$ cat src/rtl/uart_word_tx_pkg.sv
// uart_word_tx_pkg: shared 8N1 frame constants and state encodings
// for the UART transmit/receive paths.
package uart_word_tx_pkg;

  localparam logic START_LEVEL = 1'b0;
  localparam logic STOP_LEVEL  = 1'b1;
  localparam int   DATA_BITS   = 8;

  typedef enum logic [2:0] {
    S_IDLE,
    S_START_BIT,
    S_DATA_BITS,
    S_STOP_BIT,
    S_NEXT_BYTE
  } tx_state_e;

  typedef enum logic [1:0] {
    W_IDLE,
    W_SEND,
    W_NEXT
  } word_state_e;

endpackage

$ cat src/rtl/uart_tx_byte.sv
// uart_tx_byte: 8N1 byte serialiser, LSB first, registered tx.
// byte_done marks the last clock of the stop bit.
module uart_tx_byte
  import uart_word_tx_pkg::*;
#(
  parameter int CLKS_PER_BIT = 868
) (
  input  logic       clk,
  input  logic       rst_n,
  input  logic       byte_start,
  input  logic [7:0] byte_data,
  output logic       byte_busy,
  output logic       byte_done,
  output logic       tx
);

  localparam int CNT_W = (CLKS_PER_BIT > 1) ? $clog2(CLKS_PER_BIT) : 1;
  localparam logic [CNT_W-1:0] CNT_LAST = CNT_W'(CLKS_PER_BIT - 1);
  localparam logic [2:0] LAST_BIT = 3'(DATA_BITS - 1);

  tx_state_e      st;
  logic [CNT_W-1:0] cnt;
  logic [2:0]     bit_idx;
  logic [7:0]     sh;
  logic           bit_end;

  assign bit_end   = (cnt == CNT_LAST);
  assign byte_busy = (st != S_IDLE);
  assign byte_done = (st == S_STOP_BIT) && bit_end;

  always_ff @(posedge clk or negedge rst_n) begin
    if (!rst_n) begin
      st      <= S_IDLE;
      cnt     <= '0;
      bit_idx <= '0;
      sh      <= '0;
      tx      <= STOP_LEVEL;
    end else begin
      unique case (st)
        S_IDLE: begin
          tx  <= STOP_LEVEL;
          cnt <= '0;
          if (byte_start) begin
            sh <= byte_data;
            tx <= START_LEVEL;
            st <= S_START_BIT;
          end
        end
        S_START_BIT: begin
          if (bit_end) begin
            cnt     <= '0;
            bit_idx <= '0;
            tx      <= sh[0];
            st      <= S_DATA_BITS;
          end else begin
            cnt <= cnt + CNT_W'(1);
          end
        end
        S_DATA_BITS: begin
          if (bit_end) begin
            cnt <= '0;
            if (bit_idx == LAST_BIT) begin
              tx <= STOP_LEVEL;
              st <= S_STOP_BIT;
            end else begin
              bit_idx <= bit_idx + 3'd1;
              sh      <= sh >> 1;
              tx      <= sh[1];
            end
          end else begin
            cnt <= cnt + CNT_W'(1);
          end
        end
        S_STOP_BIT: begin
          if (bit_end) begin
            cnt <= '0;
            st  <= S_IDLE;
          end else begin
            cnt <= cnt + CNT_W'(1);
          end
        end
        default: st <= S_IDLE;
      endcase
    end
  end

endmodule

$ cat src/rtl/uart_word_tx.sv
// uart_word_tx: sends a word as NUM_BYTES back-to-back 8N1 frames,
// LSB byte first, with a one-clock gap between frames.
module uart_word_tx
  import uart_word_tx_pkg::*;
#(
  parameter int CLKS_PER_BIT = 868,
  parameter int NUM_BYTES    = 4
) (
  input  logic        clk,
  input  logic        reset,
  input  logic        start,
  input  logic [31:0] data_in,
  output logic        busy,
  output logic        done,
  output logic        uart_tx
);

  localparam logic [1:0] LAST_IDX = 2'(NUM_BYTES - 1);

  word_state_e st;
  logic [23:0] word_q;
  logic [1:0]  byte_idx;
  logic        byte_start;
  logic [7:0]  byte_data;
  logic        byte_busy;
  logic        byte_done;

  // First byte goes straight from data_in so the start bit begins
  // on the cycle after acceptance; later bytes come from word_q.
  assign byte_start = !byte_busy &&
                      (((st == W_IDLE) && start) || (st == W_NEXT));
  assign byte_data  = (st == W_IDLE) ? data_in[7:0] : word_q[7:0];

  always_ff @(posedge clk or negedge reset) begin
    if (!reset) begin
      st       <= W_IDLE;
      word_q   <= '0;
      byte_idx <= '0;
      busy     <= 1'b0;
      done     <= 1'b0;
    end else begin
      done <= 1'b0;
      unique case (st)
        W_IDLE: begin
          if (start && !byte_busy) begin
            word_q   <= data_in[31:8];
            byte_idx <= '0;
            busy     <= 1'b1;
            st       <= W_SEND;
          end
        end
        W_SEND: begin
          if (byte_done) begin
            if (byte_idx == LAST_IDX) begin
              busy <= 1'b0;
              done <= 1'b1;
              st   <= W_IDLE;
            end else begin
              st <= W_NEXT;
            end
          end
        end
        W_NEXT: begin
          word_q   <= word_q >> 8;
          byte_idx <= byte_idx + 2'd1;
          st       <= W_SEND;
        end
        default: st <= W_IDLE;
      endcase
    end
  end

  uart_tx_byte #(
    .CLKS_PER_BIT(CLKS_PER_BIT)
  ) u_byte (
    .clk       (clk),
    .rst_n     (reset),
    .byte_start(byte_start),
    .byte_data (byte_data),
    .byte_busy (byte_busy),
    .byte_done (byte_done),
    .tx        (uart_tx)
  );

endmodule

$ cat config.mk
export PLATFORM = sky130hd
export DESIGN_NAME = uart_word_tx
export DESIGN_NICKNAME = d
export VERILOG_FILES = /design/src/rtl/uart_word_tx_pkg.sv /design/src/rtl/uart_tx_byte.sv /design/src/rtl/uart_word_tx.sv
export SDC_FILE = /design/constraint.sdc
export NUM_CORES = 1
export LEC_CHECK = 0
export ABC_AREA = 1
export CAP_MARGIN = 25
export CORE_ASPECT_RATIO = 1.1
export CORE_MARGIN = 8
export CORE_UTILIZATION = 30
export CTS_BUF_LIST = sky130_fd_sc_hd__clkbuf_8
export DETAILED_ROUTE_END_ITERATION = 10
export PLACE_DENSITY = 0.5
export SLEW_MARGIN = 0
export SYNTH_ARGS = -nofsm -noshare
export SYNTH_HDL_FRONTEND = slang
export SYNTH_SLANG_ARGS = --single-unit
$ cat constraint.sdc
create_clock -name clk -period 3 [get_ports clk]
set_input_delay 0.3 -clock clk [delete_from_list [all_inputs] [get_ports clk]]
set_output_delay 0.3 -clock clk [all_outputs]
set_load 0.03 [all_outputs]
==> flow_summary.html <==
<table>
<tr><th>Metric</th><th>Value</th></tr>
<tr><th colspan="2">Critical path</th></tr>
<tr><td>Peak fanout along the critical path</td><td>40</td></tr>
<tr><td>Critical path endpoint category</td><td>register</td></tr>
<tr><td>Critical Path Start Type</td><td>register</td></tr>
<tr><td>Required time of the critical path</td><td>3.24 ns</td></tr>
<tr><td>Worst Reg-to-Reg Cells</td><td>8</td></tr>
<tr><td>Endpoint arrival time on the critical path</td><td>~2.3 ns</td></tr>
<tr><td>Critical path type</td><td>register to register</td></tr>
<tr><th colspan="2">Power</th></tr>
<tr><td>Lkg Pwr</td><td>between 1.5 and 2 nW</td></tr>
<tr><td>Post-layout power</td><td>between 1 and 1.5 mW</td></tr>
<tr><td>Internal power consumption</td><td>around 1.0 mW</td></tr>
<tr><td>Power density normalized to cell area</td><td>376 nW/um2</td></tr>
<tr><td>Switching power summed over all nets</td><td>between 0.2 and 0.3 mW</td></tr>
<tr><td>Part of the total power dissipated in the clock network</td><td>approximately 40%</td></tr>
<tr><td>Switching Share</td><td>22.2%</td></tr>
<tr><td>Peak ir drop on the vdd network</td><td>between 0.00015 and 0.0002 V</td></tr>
<tr><td>Part of the total power dissipated in combinational logic</td><td>under 10%</td></tr>
<tr><td>Flop pwr share</td><td>~55%</td></tr>
<tr><th colspan="2">Detailed routing</th></tr>
<tr><td>Initial DRC Count</td><td>83</td></tr>
<tr><td>DRC Markers</td><td>0</td></tr>
<tr><td>Wire length per cell</td><td>12.4 um</td></tr>
<tr><td>Drt first pass iters</td><td>4</td></tr>
<tr><td>Average via count per standard cell</td><td>4.57</td></tr>
<tr><td>Routed Antenna Nets</td><td>0</td></tr>
<tr><td>Total via count after detailed routing</td><td>2364</td></tr>
<tr><td>Wire length after detailed routing</td><td>6400 um</td></tr>
<tr><th colspan="2">Yosys</th></tr>
<tr><td>Sequential-to-total area share from yosys stat</td><td>46.4%</td></tr>
<tr><td>Count of yosys warnings during synthesis</td><td>0</td></tr>
<tr><td>FF+latch count, synth</td><td>54</td></tr>
<tr><td>Post-Synthesis Cells</td><td>between 300 and 400</td></tr>
<tr><td>Number of nets produced by synthesis</td><td>406</td></tr>
<tr><td>Post-synthesis cell type count</td><td>37</td></tr>
<tr><td>Synthesized area divided by synthesized cell count</td><td>8.08 um2</td></tr>
<tr><td>Synthesized cell area</td><td>approximately 2900 um2</td></tr>
<tr><th colspan="2">Clocking</th></tr>
<tr><td>Total clock buffers created by CTS</td><td>5</td></tr>
<tr><td>Post_cts resized</td><td>0</td></tr>
<tr><td>Clock latency on the worst-skew pair</td><td>a little over 0.3 ns</td></tr>
<tr><td>TritonCTS clock tree</td><td>done</td></tr>
<tr><td>Number of levels the H-tree was split into</td><td>2</td></tr>
<tr><td>Clock transition at the registers of the reported paths</td><td>0.11 ns</td></tr>
<tr><td>Clk Tree Root Cell</td><td>sky130_fd_sc_hd__clkbuf_8</td></tr>
<tr><td>Deepest clock path buffer count</td><td>2</td></tr>
<tr><td>TritonCTS Sinks</td><td>54</td></tr>
<tr><td>Post-CTS setup buffers</td><td>0</td></tr>
<tr><th colspan="2">Finish</th></tr>
<tr><td>Multi-input gate area</td><td>between 1000 and 1500 um2</td></tr>
<tr><td>Finished layout cell area</td><td>between 3000 and 4000 um2</td></tr>
<tr><td>Area growth from synthesis to final layout</td><td>20.1%</td></tr>
<tr><td>Ratio of cells with drive above 1 in the final layout</td><td>9.00%</td></tr>
<tr><td>Net count of the finished layout</td><td>roughly 440</td></tr>
<tr><td>Antenna cells</td><td>0</td></tr>
<tr><td>Number of filler cells placed in the layout</td><td>approximately 980</td></tr>
<tr><td>Leading cell type in the layout, fill and taps excluded</td><td>sky130_fd_sc_hd__nand2_1</td></tr>
<tr><td>Sequential standard cell area</td><td>between 1000 and 1500 um2</td></tr>
<tr><td>Most used cells in the layout excluding fill and tap cells</td><td>sky130_fd_sc_hd__nand2_1 (111), sky130_fd_sc_hd__dfrtp_1 (53), sky130_fd_sc_hd__clkdlybuf4s50_1 (36)</td></tr>
<tr><td>Number of non-filler instances in the completed layout</td><td>517</td></tr>
<tr><th colspan="2">Placed design</th></tr>
<tr><td>IO Port Bufs</td><td>37</td></tr>
<tr><td>Cell count after placement</td><td>between 500 and 600</td></tr>
<tr><td>Global placer's final weighted congestion</td><td>approximately 0.81</td></tr>
<tr><td>Post-detail-place hpwl</td><td>4690 um</td></tr>
<tr><td>Placed standard-cell area</td><td>approximately 3400 um2</td></tr>
<tr><th colspan="2">Hold path</th></tr>
<tr><td>Hold crit path type</td><td>input pin to asynchronous set/reset pin</td></tr>
<tr><th colspan="2">GRT</th></tr>
<tr><td>Vias in the first global route</td><td>about 2400</td></tr>
<tr><td>First-pass GRT wire length</td><td>roughly 11000 um</td></tr>
<tr><td>Total congestion overflow</td><td>0</td></tr>
<tr><td>Total routing usage reported by global routing</td><td>approximately a tenth</td></tr>
<tr><td>Maximum number of pins on one net before global-route repair</td><td>slightly above 40</td></tr>
<tr><td>Antenna violations before repair</td><td>0</td></tr>
<tr><th colspan="2">Run</th></tr>
<tr><td>Max-cap viol count</td><td>0</td></tr>
<tr><th colspan="2">Floorplanning</th></tr>
<tr><td>Floorplan die height</td><td>between 100 and 150 um</td></tr>
<tr><td>Total I/O pin count</td><td>38</td></tr>
<tr><td>Area of the core</td><td>9400 um2</td></tr>
<tr><td>Placement row count</td><td>37</td></tr>
<tr><td>Die width</td><td>roughly 110 um</td></tr>
<tr><td>Initial core utilization</td><td>between 30% and 40%</td></tr>
<tr><td>Floorplan die area</td><td>between 10000 and 15000 um2</td></tr>
<tr><th colspan="2">Status</th></tr>
<tr><td>Run status</td><td>finished, final reports clean</td></tr>
<tr><th colspan="2">STA</th></tr>
<tr><td>Fraction of the cycle the final worst path needs</td><td>between 60% and 70%</td></tr>
<tr><td>Final hold violations</td><td>0</td></tr>
<tr><td>Worst-margin pin slew</td><td>around 0.55 ns</td></tr>
<tr><td>Setup violation total in the final timing report</td><td>0</td></tr>
<tr><td>Fin crit period</td><td>a little over 2 ns</td></tr>
<tr><td>Setup repair after global routing missed its margin</td><td>no</td></tr>
<tr><td>Post-Route Skew</td><td>around 0.010 ns</td></tr>
<tr><td>Minimum hold slack</td><td>0.430 ns</td></tr>
<tr><td>Number of slew-limit violations in the final report</td><td>0</td></tr>
<tr><td>Final sum of negative setup slack</td><td>0 ns</td></tr>
<tr><td>Worst-case headroom to the max-slew limit</td><td>a little under two thirds</td></tr>
<tr><td>Maximum clock rate</td><td>~0.49 GHz</td></tr>
</table>
## critical path, cell delays in order (launching register included)
cell                       delay, ns
sky130_fd_sc_hd__dfrtp_1        0.46
sky130_fd_sc_hd__inv_1          0.13
sky130_fd_sc_hd__ha_1           0.26
sky130_fd_sc_hd__nand2_1        0.18
sky130_fd_sc_hd__nor2_8         0.23
sky130_fd_sc_hd__inv_4          0.07
sky130_fd_sc_hd__nand2_4        0.33
sky130_fd_sc_hd__o211ai_1       0.17
sky130_fd_sc_hd__o21ai_0        0.10
## power by group through the flow
stage               Combinational (mW)  Clock [mW]  Sequential [mW]
floorplan                      0.00550           0            0.742
global placement                0.0688           0            0.742
detailed placement              0.0679           0            0.742
CTS                             0.0691       0.543            0.728
global route                    0.0748       0.565            0.728
finish                          0.0665       0.522            0.727
## synth_stat cells
cell | number | area, um2
sky130_fd_sc_hd__o22ai_1 | 2 | 12.5
sky130_fd_sc_hd__nand4_1 | 6 | 37.5
sky130_fd_sc_hd__buf_4 | 1 | 7.51
sky130_fd_sc_hd__nor3_2 | 1 | 10.0
sky130_fd_sc_hd__nand3_1 | 25 | 125
sky130_fd_sc_hd__a31oi_1 | 6 | 37.5
sky130_fd_sc_hd__o21bai_4 | 1 | 18.8
sky130_fd_sc_hd__buf_2 | 2 | 10.0
sky130_fd_sc_hd__inv_1 | 34 | 128
sky130_fd_sc_hd__nand3_2 | 1 | 10.0
sky130_fd_sc_hd__o21bai_1 | 1 | 7.51
sky130_fd_sc_hd__clkbuf_1 | 2 | 7.51
sky130_fd_sc_hd__xnor2_1 | 2 | 17.5
sky130_fd_sc_hd__nand2_1 | 111 | 417
sky130_fd_sc_hd__a31oi_2 | 3 | 37.5
sky130_fd_sc_hd__o211ai_1 | 7 | 52.6
sky130_fd_sc_hd__a21oi_2 | 2 | 17.5
sky130_fd_sc_hd__xor2_1 | 2 | 17.5
sky130_fd_sc_hd__nor2_8 | 1 | 20.0
sky130_fd_sc_hd__or2_2 | 1 | 6.26
sky130_fd_sc_hd__nand2_2 | 1 | 6.26
sky130_fd_sc_hd__nand2_4 | 1 | 11.3
sky130_fd_sc_hd__buf_8 | 1 | 15.0
sky130_fd_sc_hd__inv_2 | 2 | 7.51
sky130_fd_sc_hd__dfstp_2 | 1 | 26.3
sky130_fd_sc_hd__o21ai_0 | 28 | 140
sky130_fd_sc_hd__dfrtp_1 | 53 | 1330
sky130_fd_sc_hd__nor2_1 | 28 | 105
sky130_fd_sc_hd__inv_4 | 2 | 12.5
sky130_fd_sc_hd__ha_1 | 10 | 125
sky130_fd_sc_hd__buf_6 | 2 | 22.5
sky130_fd_sc_hd__nor2_2 | 7 | 43.8
sky130_fd_sc_hd__a21oi_1 | 9 | 45.0
sky130_fd_sc_hd__a21boi_0 | 1 | 7.51
sky130_fd_sc_hd__nor2_4 | 1 | 11.3
sky130_fd_sc_hd__clkbuf_2 | 1 | 5.00
sky130_fd_sc_hd__nor3_1 | 2 | 10.0
## through the flow
| stage | utilization [%] | setup WS (ns) |
|---|---|---|
| finish | 37.3 | 0.978 |
| global route | 37.3 | 0.776 |
| CTS | 37.3 | 0.961 |
| detailed placement | 35.9 | 1.01 |
| global placement | 35.9 | 1.04 |
| floorplan | - | 1.44 |
## final timing paths
check	start	to	slack [ns]
hold reg to reg	u_byte.tx	u_byte.tx	0.47
setup / recovery	u_byte.st[1]	word_q[13]	0.98
hold / removal	reset	word_q[19]	0.43
min in group clk	u_byte.tx	u_byte.tx	0.47
setup reg to reg	u_byte.st[1]	word_q[13]	0.98
max in group asynchronous	reset	u_byte.tx	1.73
## timing repair
action,in CTS,in global routing
hold buffers,1,0
setup endpoints to repair,0,0
hold endpoints to repair,16,0
## registers in the layout, summed over array words and instances, names as in the netlist
register	flops
word_q	24
u_byte.cnt	10
u_byte.sh	8
u_byte.bit_idx	3
byte_idx	2
st	2
u_byte.st	2
busy	1
done	1
u_byte.tx	1
## cells by family (layout without fill, tap and decap cells)
group                    count (synthesis)  in the layout  share of synthesized area, %
AND/OR/NAND/NOR                        186            186                          27.9
adder cells (fa/ha/maj)                 10             10                          4.29
flip-flops                              54             54                          46.4
buffers and inverters                   47             86                          7.38
AO/OA/AOI/OAI                           60             60                          12.9
XOR/XNOR                                 4              4                          1.20
## metal layers
layer / global-route usage, % / wire length [um] / vias to the layer above
li1: - / - / 1249
met1: 13.8 / 3190 / 1069
met2: 15.9 / 2850 / 40
met3: 3.29 / 288 / 6
met4: 2.54 / 66 / 0
met5: 0 / 0 / -
## final cells by class
| type | instances | area share [%] |
|---|---|---|
| Clock inverter | 3 | 1.36 |
| Inverter | 38 | 4.21 |
| Sequential cell | 54 | 38.6 |
| Clock buffer | 5 | 1.96 |
| Multi-Input combinational cell | 260 | 38.5 |
| Timing Repair Buffer | 40 | 11.1 |
| Tap cell | 117 | 4.18 |
Note: power is estimated with default switching activity, not from simulation.
==> RTL edit 1, RTL diff (same settings) <==
`CLKS_PER_BIT` is set to 868 in 2 places; all go to 434.
--- a/src/rtl/uart_tx_byte.sv
+++ b/src/rtl/uart_tx_byte.sv
@@ -4,5 +4,5 @@
   import uart_word_tx_pkg::*;
 #(
-  parameter int CLKS_PER_BIT = 868
+  parameter int CLKS_PER_BIT = 434
 ) (
   input  logic       clk,
--- a/src/rtl/uart_word_tx.sv
+++ b/src/rtl/uart_word_tx.sv
@@ -4,5 +4,5 @@
   import uart_word_tx_pkg::*;
 #(
-  parameter int CLKS_PER_BIT = 868,
+  parameter int CLKS_PER_BIT = 434,
   parameter int NUM_BYTES    = 4
 ) (
Check against the original RTL: same outputs for any inputs over 10 cycles, from zero or initial values and one cycle with reset low; that may be too few to reach the edited logic, so the function may still have changed.
==> RTL edit 1 against the unedited design <==
Power shrank 6.8%; worst hold slack got worse by 400 ps; routed wire length up 2.2%; sequential power down 2%; synthesized area decreased by 4.5%; design area fell by 4.0%; sequential cell count down 1; setup slack better by 20 ps; cell count decreased by 4.1%; clock power down 15%; critical path type unchanged; largest power group unchanged.
==> RTL edit 1: results (changes against the unedited design) <==
<table>
<tr><th>Metric</th><th>Value</th></tr>
<tr><th colspan="2">Placed design</th></tr>
<tr><td>Standard cell area after detailed placement</td><td>3270 um^2 (was 3380 um^2)</td></tr>
<tr><td>Placement-stage worst setup slack</td><td>1040 ps (was 1010 ps)</td></tr>
<tr><td>Number of cells in the design after placement</td><td>488 (was 508)</td></tr>
<tr><td>Final Wtd Congestion</td><td>0.787 (was 0.813)</td></tr>
<tr><th colspan="2">STA</th></tr>
<tr><td>Worst hold margin</td><td>27.7 ps (was 430 ps)</td></tr>
<tr><td>Max frequency</td><td>500 MHz (was 494 MHz)</td></tr>
<tr><td>Relative slew slack</td><td>0.477 (was 0.634)</td></tr>
<tr><th colspan="2">Status</th></tr>
<tr><td>Outcome</td><td>finished clean (unchanged)</td></tr>
<tr><th colspan="2">Finish</th></tr>
<tr><td>Fin nets</td><td>424 (was 444)</td></tr>
<tr><th colspan="2">Logic synthesis</th></tr>
<tr><td>Top area cells in the synthesized netlist</td><td>dfrtp_1 47%, nand2_1 13%, nand3_1 6.8% (was dfrtp_1 45%, nand2_1 14%, o21ai_0 4.8%)</td></tr>
<tr><td>Most frequent cells after synthesis</td><td>98 x nand2_1, 52 x dfrtp_1, 38 x nand3_1 (was 111 x nand2_1, 53 x dfrtp_1, 34 x inv_1)</td></tr>
<tr><td>Synth unique cells</td><td>29 (was 37)</td></tr>
<tr><td>Syn_nets</td><td>388 (was 406)</td></tr>
<tr><td>Cells after synthesis</td><td>342 (was 361)</td></tr>
<tr><td>Fraction of synthesized cell area in xor and xnor cells</td><td>0.00943 (was 0.0120)</td></tr>
<tr><th colspan="2">Worst setup path</th></tr>
<tr><td>Worst path bufs/invs</td><td>3 (was 2)</td></tr>
<tr><td>Worst reg2reg path endpoint</td><td>word_q[3] (was word_q[13])</td></tr>
<tr><td>Maximum fanout encountered on the critical timing path</td><td>33 (was 40)</td></tr>
<tr><td>Worst reg2reg path depth</td><td>9 (was 8)</td></tr>
<tr><th colspan="2">Global routing</th></tr>
<tr><td>Number of global-route vias before repair</td><td>2415 (was 2416)</td></tr>
<tr><td>Met2 Track Usage GR</td><td>0.183 (was 0.159)</td></tr>
<tr><td>Maximum number of pins on one net before global-route repair</td><td>34 (was 41)</td></tr>
<tr><th colspan="2">Route</th></tr>
<tr><td>Initial DRC count</td><td>98 (was 83)</td></tr>
<tr><td>Wire length on met2</td><td>3.04 mm (was 2.85 mm)</td></tr>
<tr><th colspan="2">Power</th></tr>
<tr><td>Switching part of the total power</td><td>0.241 (was 0.222)</td></tr>
<tr><td>Power of the clock network</td><td>0.442 mW (was 0.522 mW)</td></tr>
<tr><td>Seq pwr share</td><td>0.582 (was 0.553)</td></tr>
<tr><td>IR Drop Worst-Case VDD</td><td>206 uV (was 194 uV)</td></tr>
</table>
-- RTL edit 1: changes by cell type in the layout (fill, tap and decap cells not counted), sizes merged, moves of 3 or more --
cell / unedited run / this run
o211ai: 7 / 0
inv: 40 / 32
o21ai: 28 / 12
nand2: 113 / 101
buf: 3 / 6
nand3: 26 / 38
a32o: 0 / 8
a21oi: 11 / 3
nand4: 6 / 2
a31oi: 9 / 20
-- RTL edit 1: cell type report --
class                           count  area share
Clock inverter                      3     0.00782
Multi-Input combinational cell    247       0.381
Tap cell                          117      0.0435
Clock buffer                        5      0.0205
Sequential cell                    53       0.395
Inverter                           29      0.0324
Timing Repair Buffer               42       0.120
-- RTL edit 1: worst min-delay path by stage --
stage,endpoint
CTS,word_q[17]
finish,word_q[17]
detailed placement,byte_idx[1]
global placement,byte_idx[1]
global route,word_q[17]
floorplan,busy
==> RTL edit 2, RTL diff (config.mk and constraints unchanged) <==
Without the edit above. Encoding of `tx_state_e`: now one-hot (5 bits for 5 states).
--- a/src/rtl/uart_word_tx_pkg.sv
+++ b/src/rtl/uart_word_tx_pkg.sv
@@ -7,10 +7,10 @@
   localparam int   DATA_BITS   = 8;
 
-  typedef enum logic [2:0] {
-    S_IDLE,
-    S_START_BIT,
-    S_DATA_BITS,
-    S_STOP_BIT,
-    S_NEXT_BYTE
+  typedef enum logic [4:0] {
+    S_IDLE      = 5'b00001,
+    S_START_BIT = 5'b00010,
+    S_DATA_BITS = 5'b00100,
+    S_STOP_BIT  = 5'b01000,
+    S_NEXT_BYTE = 5'b10000
   } tx_state_e;
 
Check against the original RTL: same outputs for any inputs over 10 cycles, from zero or initial values and one cycle with reset low; not proved beyond that.
==> RTL edit 2 against the unedited design <==
Register-to-register slack better by 340 ps; sequential power grew 3.7%; via count increased by 4.3%; die area increased by 3.3%; sequential cell count is 2 higher; non-clock buffer count decreased by 1; design area is 2.0% higher; routed wire length increased by 4.9%; synthesized area is 3.8% higher; power down 2.8%; combinational power up 10%; first-iteration DRC count up 47%; setup slack better by 210 ps; largest cell class unchanged.
==> RTL edit 2: results (changes against the unedited design) <==
<table>
<tr><th>Metric</th><th>Value</th></tr>
<tr><th colspan="2">Logic synthesis</th></tr>
<tr><td>Synthesized area per cell</td><td>7.85 um^2 (was 8.08 um^2)</td></tr>
<tr><td>Fraction of synthesized cell area in xor and xnor cells</td><td>0.00867 (was 0.0120)</td></tr>
<tr><td>Most frequent cells after synthesis</td><td>141 x nand2_1, 54 x dfrtp_1, 39 x o21ai_1 (was 111 x nand2_1, 53 x dfrtp_1, 34 x inv_1)</td></tr>
<tr><td>Synth unique cells</td><td>31 (was 37)</td></tr>
<tr><td>Top area cells in the synthesized netlist</td><td>dfrtp_1 45%, nand2_1 17%, o21ai_1 6.4% (was dfrtp_1 45%, nand2_1 14%, o21ai_0 4.8%)</td></tr>
<tr><th colspan="2">Status</th></tr>
<tr><td>Outcome</td><td>finished clean (unchanged)</td></tr>
<tr><th colspan="2">Worst setup path</th></tr>
<tr><td>Beginning of the critical path</td><td>u_byte.tx (was u_byte.st[1])</td></tr>
<tr><td>Maximum fanout encountered on the critical timing path</td><td>2 (was 40)</td></tr>
<tr><td>Slowest stage cell on the critical path</td><td>clkdlybuf4s50_1 (was dfrtp_1)</td></tr>
<tr><td>Biggest cell delay along the critical path</td><td>660 ps (was 460 ps)</td></tr>
<tr><td>Data arrival, critical path</td><td>1510 ps (was 2260 ps)</td></tr>
<tr><td>Delay-heaviest family, CP</td><td>buffers and inverters (was simple AND/OR/NAND/NOR gates)</td></tr>
<tr><td>Launch instance of the worst register-to-register path</td><td>u_byte.st[0] (was u_byte.st[1])</td></tr>
<tr><th colspan="2">Finish</th></tr>
<tr><td>Fin nets</td><td>462 (was 444)</td></tr>
<tr><td>Fraction of layout instances using a drive strength above 1</td><td>0.111 (was 0.0900)</td></tr>
<tr><th colspan="2">Placed design</th></tr>
<tr><td>Final Wtd Congestion</td><td>0.776 (was 0.813)</td></tr>
<tr><td>Placement-stage worst setup slack</td><td>1300 ps (was 1010 ps)</td></tr>
<tr><td>Half-perimeter wire length after detailed placement</td><td>4.98 mm (was 4.69 mm)</td></tr>
<tr><td>Number of cells in the design after placement</td><td>536 (was 508)</td></tr>
<tr><th colspan="2">Route</th></tr>
<tr><td>Avg WL per Cell</td><td>12.4 um (about the same)</td></tr>
<tr><td>Via count of the routed design</td><td>2466 (was 2364)</td></tr>
<tr><td>Initial DRC count</td><td>122 (was 83)</td></tr>
<tr><th colspan="2">Power</th></tr>
<tr><td>IR Drop Worst-Case VDD</td><td>153 uV (was 194 uV)</td></tr>
<tr><td>Net switching power</td><td>0.274 mW (was 0.292 mW)</td></tr>
<tr><td>Pleak</td><td>1.74 nW (was 1.63 nW)</td></tr>
<tr><th colspan="2">Global routing</th></tr>
<tr><td>Overall fraction of global-route tracks in use</td><td>0.101 (was 0.104)</td></tr>
<tr><th colspan="2">STA</th></tr>
<tr><td>Worst slew pin tran</td><td>917 ps (was 546 ps)</td></tr>
</table>
RTL edit 2: cells by family after synthesis:
family | count (synthesis)
adders and majority gates | 4
AOI/OAI and AO/OA | 67
DFF | 56
buffers and inverters | 56
xor gates and xnor gates | 3
and+or+nand+nor | 200
RTL edit 2: layer usage:
| metal | vias up | routed length (um) | GRT usage |
|---|---|---|---|
| met2 | 43 | 3060 | 0.169 |
| met4 | 0 | 45 | 0.0205 |
| met3 | 4 | 304 | 0.0299 |
| met1 | 1125 | 3310 | 0.128 |
| li1 | 1294 | - | - |
| met5 | - | 0 | 0 |
RTL edit 2: cell type report:
cell class	count	area (um^2)
multi-input combinational	274	1350
timing repair buffer	39	380
tap	120	150
inverter	47	189
clock buffer	7	96.3
fill	1047	6270
sequential	56	1400
RTL edit 2: path summary, 6_finish.rpt:
| path | endpoint | slack [ps] | cells past startpoint |
|---|---|---|---|
| setup reg to reg | u_byte.sh[3] | 1320 | 7 |
| max in group asynchronous | u_byte.st[0] | 2110 | 2 |
| setup / recovery | uart_tx | 1190 | 1 |
| hold / removal | done | 120 | 1 |
| hold reg to reg | u_byte.sh[2] | 480 | 2 |
| min in group clk | u_byte.sh[2] | 480 | 2 |
RTL edit 2: power groups by stage:
| stage | Combinational [mW] | Sequential, mW | Clock, mW |
|---|---|---|---|
| after floorplan | 0.0100 | 0.769 | 0 |
| after global placement | 0.0757 | 0.769 | 0 |
| after detailed placement | 0.0755 | 0.769 | 0 |
| after CTS | 0.0757 | 0.754 | 0.467 |
| after global routing | 0.0812 | 0.755 | 0.494 |
| final | 0.0732 | 0.754 | 0.452 |
